===== src/rtl/instr_mem_pkg.sv =====
// Shared types and helpers for the parametrised instruction memory.
package instr_mem_pkg;

   typedef enum logic {
      INIT,
      IDLE
   } state_t;

   localparam logic [31:0] NOP_DEFAULT = 32'h0000_0013;

   function automatic logic [31:0] word_index(input logic [31:0] address);
      return address >> 2;
   endfunction

endpackage


===== src/rtl/instr_mem_array.sv =====
// DEPTH x XLEN storage: one byte-enabled write port, one registered read-first read port.
module instr_mem_array #(
   parameter int XLEN  = 32,
   parameter int DEPTH = 32,
   parameter int PTR_W = 5
) (
   input  logic                clk,
   input  logic                we,
   input  logic [PTR_W-1:0]    waddr,
   input  logic [XLEN/8-1:0]   wen,
   input  logic [XLEN-1:0]     wdata,
   input  logic                re,
   input  logic [PTR_W-1:0]    raddr,
   output logic [XLEN-1:0]     rdata
);

   logic [XLEN-1:0] mem [DEPTH];

   // Non-blocking read and write in one block give old data on a same-address collision.
   always_ff @(posedge clk) begin
      if (re) begin
         rdata <= mem[raddr];
      end
      if (we) begin
         for (int i = 0; i < XLEN/8; i++) begin
            if (wen[i]) begin
               mem[waddr][8*i +: 8] <= wdata[8*i +: 8];
            end
         end
      end
   end

endmodule


===== src/rtl/instr_mem_param.sv =====
// Writable instruction memory: NOP fill after reset, then byte-enabled writes and
// one-cycle registered reads with alignment/range fault reporting.
module instr_mem_param
   import instr_mem_pkg::*;
#(
   parameter int               XLEN     = 32,
   parameter int               DEPTH    = 32,
   parameter int               ADDR_W   = 7,
   parameter logic [XLEN-1:0]  NOP_WORD = XLEN'(NOP_DEFAULT)
) (
   input  logic                clk,
   input  logic                rst_n,
   input  logic                mem_read,
   input  logic                mem_write,
   input  logic [ADDR_W-1:0]   address,
   input  logic [XLEN-1:0]     imem_in,
   input  logic [XLEN/8-1:0]   wstrb,
   output logic                ready,
   output logic [XLEN-1:0]     imem_out,
   output logic                imem_valid,
   output logic                fault,
   output logic                init_done
);

   localparam int PTR_W = (DEPTH > 1) ? $clog2(DEPTH) : 1;

   state_t             state, state_next;
   logic [PTR_W-1:0]   fill_ptr, fill_next;
   logic [31:0]        widx;
   logic [PTR_W-1:0]   word_ptr;
   logic               misaligned, out_of_range, bad, accept;
   logic               we, re;
   logic [PTR_W-1:0]   waddr;
   logic [XLEN-1:0]    wdata, rd_data;
   logic [XLEN/8-1:0]  wen;
   logic               valid_q, fault_q;

   always_comb widx = word_index(32'(address));

   assign word_ptr     = widx[PTR_W-1:0];
   assign misaligned   = (address[1:0] != 2'b00);
   assign out_of_range = (widx >= 32'(DEPTH));
   assign bad          = misaligned | out_of_range;
   assign accept       = (state == IDLE) & (mem_read | mem_write);

   // INIT owns the write port to lay down NOPs; IDLE hands it to accepted good writes.
   always_comb begin
      state_next = state;
      fill_next  = fill_ptr;
      we         = 1'b0;
      re         = 1'b0;
      waddr      = word_ptr;
      wdata      = imem_in;
      wen        = wstrb;
      unique case (state)
         INIT: begin
            we    = 1'b1;
            waddr = fill_ptr;
            wdata = NOP_WORD;
            wen   = '1;
            if (fill_ptr == PTR_W'(DEPTH - 1)) begin
               state_next = IDLE;
               fill_next  = '0;
            end else begin
               fill_next = fill_ptr + PTR_W'(1);
            end
         end
         IDLE: begin
            we = accept & mem_write & ~bad;
            re = accept & mem_read & ~bad;
         end
      endcase
   end

   always_ff @(posedge clk) begin
      if (!rst_n) begin
         state    <= INIT;
         fill_ptr <= '0;
         valid_q  <= 1'b0;
         fault_q  <= 1'b0;
      end else begin
         state    <= state_next;
         fill_ptr <= fill_next;
         valid_q  <= accept & mem_read;
         fault_q  <= accept & bad;
      end
   end

   instr_mem_array #(
      .XLEN  (XLEN),
      .DEPTH (DEPTH),
      .PTR_W (PTR_W)
   ) u_array (
      .clk   (clk),
      .we    (we),
      .waddr (waddr),
      .wen   (wen),
      .wdata (wdata),
      .re    (re),
      .raddr (word_ptr),
      .rdata (rd_data)
   );

   // Stale array data is masked so imem_out is zero outside good read responses.
   assign imem_out   = (valid_q & ~fault_q) ? rd_data : '0;
   assign imem_valid = valid_q;
   assign fault      = fault_q;
   assign ready      = (state == IDLE);
   assign init_done  = (state == IDLE);

endmodule


===== config.mk =====
export PLATFORM = sky130hd
export DESIGN_NAME = instr_mem_param
export DESIGN_NICKNAME = d
export VERILOG_FILES = /design/src/rtl/instr_mem_pkg.sv /design/src/rtl/instr_mem_array.sv /design/src/rtl/instr_mem_param.sv
export SDC_FILE = /design/constraint.sdc
export NUM_CORES = 1
export LEC_CHECK = 0
export CELL_PAD_IN_SITES_DETAIL_PLACEMENT = 2
export CELL_PAD_IN_SITES_GLOBAL_PLACEMENT = 2
export CORE_MARGIN = 4
export CORE_UTILIZATION = 47
export CTS_CLUSTER_DIAMETER = 50
export CTS_CLUSTER_SIZE = 40
export DETAILED_ROUTE_END_ITERATION = 16
export PLACE_DENSITY = 0.86
export SYNTH_ARGS = -nofsm -noshare
export SYNTH_HDL_FRONTEND = slang
export SYNTH_SLANG_ARGS = --single-unit

===== constraint.sdc =====
create_clock -name clk -period 2.6 [get_ports clk]
set_input_delay 0.39 -clock clk [delete_from_list [all_inputs] [get_ports clk]]
set_output_delay 0.39 -clock clk [all_outputs]
set_load 0.1 [all_outputs]

==> summary.txt, run 1 <==
Worst setup path
  • Worst EP required: 2.99 ns
  • Crit Path Class: register to register
  • Worst Setup Start Kind: register
  • CP Capture Type: register
  • Crit-path max FO: 15
  • CP arrival: between 2 and 3 ns

Clock tree
  • Worst skew pair latency: 0.72 ns
  • Post-CTS Setup Bufs: 0
  • CTS tree: built
  • Clock transition at path regs: 0.07 ns
  • Clock buffer count from CTS: 115
  • Clock Root Buffer: clkbuf_16
  • Worst-case clock buffer depth: 3
  • Sink Count: 1064
  • H-tree depth: 3

Route
  • Initial DRC Count: 3904
  • Total number of vias: 27150
  • Routed len/inst: roughly 42 um
  • DRT Pass-1 Iters: 5
  • Via-to-Cell Ratio: 6.697
  • DRT Wirelength: ~170000 um
  • Antenna viol nets, final: 0
  • # DRC: 0

Logic synthesis
  • Cells after synthesis: 2463
  • EDFF count, synth: between 1000 and 1500
  • Yosys cell types: 40
  • Mapped Area: 0.04230 mm^2
  • Sequential area share after synthesis: 0.7535
  • Share of flip-flops with an asynchronous set or reset: 0
  • Synth Net Count: ~2500
  • Mapped Avg Cell Area: 17.17 um^2
  • Dominant synthesized flop cell: edfxtp_1
  • YS warnings: 0
  • Synth Register Bits: 1064

Finish
  • Synthesis-to-layout area growth: 19.73%
  • Fraction of layout cells with a size suffix above 1: 0.2002
  • Post-route cell area: 0.05064 mm^2
  • Fillers: 7426
  • Cell Count, Final, Fillers Out: a little over 4000
  • Nets: 2837

Global routing
  • All-Layer GR Usage: 0.3566
  • Initial antenna violation count: 5
  • Gr ovfl total: 0
  • Global-route wire length before repair: 239500 um
  • Number of global-route vias before repair: around 29000
  • Largest net degree at the start of global routing: 50

Placement
  • PortBufs: 82
  • Area after DPL: 0.04656 mm^2
  • Gpl congestion: approximately 0.83
  • Placed cell count: 3836
  • Post-Place Setup Slack: -0.3515 ns
  • DP Wirelength: 98130 um

Power
  • Pleak: 17.02 nW
  • Pwr Density: 764.4 mW/mm^2
  • Total power: approximately 0.039 W
  • VDD IR max: 0.8992 mV

Timing
  • Final period utilization: 1.001
  • Clock Skews: ~0.037 ns
  • Hold Vio Cnt, Final: 0
  • Tmin final: 2.602 ns
  • Slew headroom: 0.5787
  • Slew Limit Fails: 0
  • Worst Max-Slew Pin Slew: 0.6320 ns
  • Final Setup Violations: 1
  • F_max: around 380 MHz
  • Final worst slack: -0.001891 ns

Run status
  • Status: finished with violations
  • Violated checks: setup timing

Floorplan
  • # rows: ~110
  • Area of the die: 0.09485 mm^2
  • Chip Width: 308.0 um
  • Initial Util: 0.4764
  • CORE AREA: 0.08878 mm^2
  • Die Ht: 308.0 um
  • Ports: 83

Worst hold path
  • Worst min path class: primary input to register

Job
  • Max cap viols: 0
## per-stage QoR
| step | setup TNS [ns] | hold slack, ns | util |
|---|---|---|---|
| after global placement | -16.86 | 0.5705 | 0.5244 |
| after global routing | -0.03962 | 0.3793 | 0.5703 |
| after floorplan | 0 | 0.5077 | - |
| after CTS | 0 | 0.3509 | 0.5702 |
| final | -0.001891 | 0.3910 | 0.5704 |
| after detailed placement | -121.68 | 0.6650 | 0.5244 |
## report_power, final
group | total, W | switching [W] | internal [W]
Combinational | 0.00166 | 0.00106 | 0.000594
Clock | 0.0182 | 0.00862 | 0.00956
Sequential | 0.0189 | 0.000101 | 0.0188
## synthesized netlist by cell type, drive strengths merged (3+ instances only)
cell,instances,area (um^2)
clkbuf,41,153.9
nor2b,8,50.05
nor3,50,250.2
a22o,65,569.3
a22oi,161,1209
a31oi,33,206.5
o21ai,3,26.28
nand3,108,540.5
nand2b,5,31.28
edfxtp,1056,31710
and3,3,18.77
nor2,120,455.4
a21oi,38,190.2
inv,4,15.02
dfxtp,8,160.2
nand2,54,207.7
mux2i,515,5159
and2,66,412.9
buf,109,752.0
## final timing paths
kind | slack (ns) | startpoint | cells past startpoint | endpoint
max | -0.002 | init_done | 5 | u_array.mem[12][12]
min reg2reg | 0.69 | init_done | 1 | init_done
max reg2reg | -0.002 | init_done | 5 | u_array.mem[12][12]
min | 0.39 | mem_read | 2 | imem_valid
## per-layer routing
metal	vias up	GRT usage	routed length [um]
li1	10430	-	-
met1	14430	0.4498	63660
met3	499	0.06002	12720
met5	-	0	29
met2	1794	0.6061	84780
met4	6	0.1662	9541
## worst max-delay path: stages, from the launching register on
cell     delay (ns)
dfxtp_4        0.43
nor2_1         0.39
a22o_1         0.45
nand2_1        0.45
nor2_1         0.30
buf_4          0.25
## state kept, by name, indices dropped and copies added (netlist names)
signal,count
u_array.rdata,32
init_done,1
u_array.mem,1024
fault,1
imem_valid,1
fill_ptr,5
## timing repair
| item | 4_1_cts | 5_1_grt |
|---|---|---|
| resized for setup | 4 | 1 |
| cloned | 0 | 0 |
| hold buffers | 0 | 0 |
| setup endpoints to repair | 126 | 55 |
## cell families (layout without fill, tap and decap cells)
group           count (synthesis)  in the layout  synth area share
mux                           516            516            0.1222
compound gates                310            310           0.05485
buf+inv                       154            578           0.02177
simple gates                  417            417           0.04704
other cells                     0              2                 0
fa+ha+maj                       2              2         0.0005916
flops                        1064           1064            0.7535
## placed cells by master, fill, tap and decap left out, drive strengths merged, types with 2 or more instances in the layout
cell type	n
and3	3
o32ai	2
clkbuf	123
a31oi	33
clkinvlp	9
a22o	65
edfxtp	1056
inv	51
buf	313
a22oi	161
clkinv	28
o21ai	3
nor2	120
nor2b	8
nand3	108
a21oi	38
and2	66
nand2b	5
clkdlybuf4s50	45
a21boi	2
mux2i	515
bufinv	9
nand2	54
nor3	50
dfxtp	8
ha	2
diode	2
## cell type report
class                   count  area [um^2]  area share
inverters                   4        15.01   0.0002965
clock buffers             123         2950     0.05826
multi-input cells        1245         9624      0.1900
repair buffers            358         3612     0.07133
clock inverters            93         1102     0.02177
well taps                1165         1458     0.02878
flip-flops and latches   1064        31870      0.6294
diodes                      2        5.005  0.00009883
Note: power is estimated with default switching activity, not from simulation.
==> run 2, diff against run 1 <==
--- a/config.mk
+++ b/config.mk
@@ -5,6 +5,7 @@
 export SDC_FILE = /design/constraint.sdc
 export NUM_CORES = 1
 export LEC_CHECK = 0
+export ABC_CLOCK_PERIOD_IN_PS = 2600
 export CELL_PAD_IN_SITES_DETAIL_PLACEMENT = 2
 export CELL_PAD_IN_SITES_GLOBAL_PLACEMENT = 2
 export CORE_MARGIN = 4
@@ -13,6 +14,7 @@
 export CTS_CLUSTER_SIZE = 40
 export DETAILED_ROUTE_END_ITERATION = 16
 export PLACE_DENSITY = 0.86
+export SLEW_MARGIN = 20
 export SYNTH_ARGS = -nofsm -noshare
 export SYNTH_HDL_FRONTEND = slang
 export SYNTH_SLANG_ARGS = --single-unit
==> results of run 2 <==
No change in the layout: final DEF, timing and power equal those of run 1.
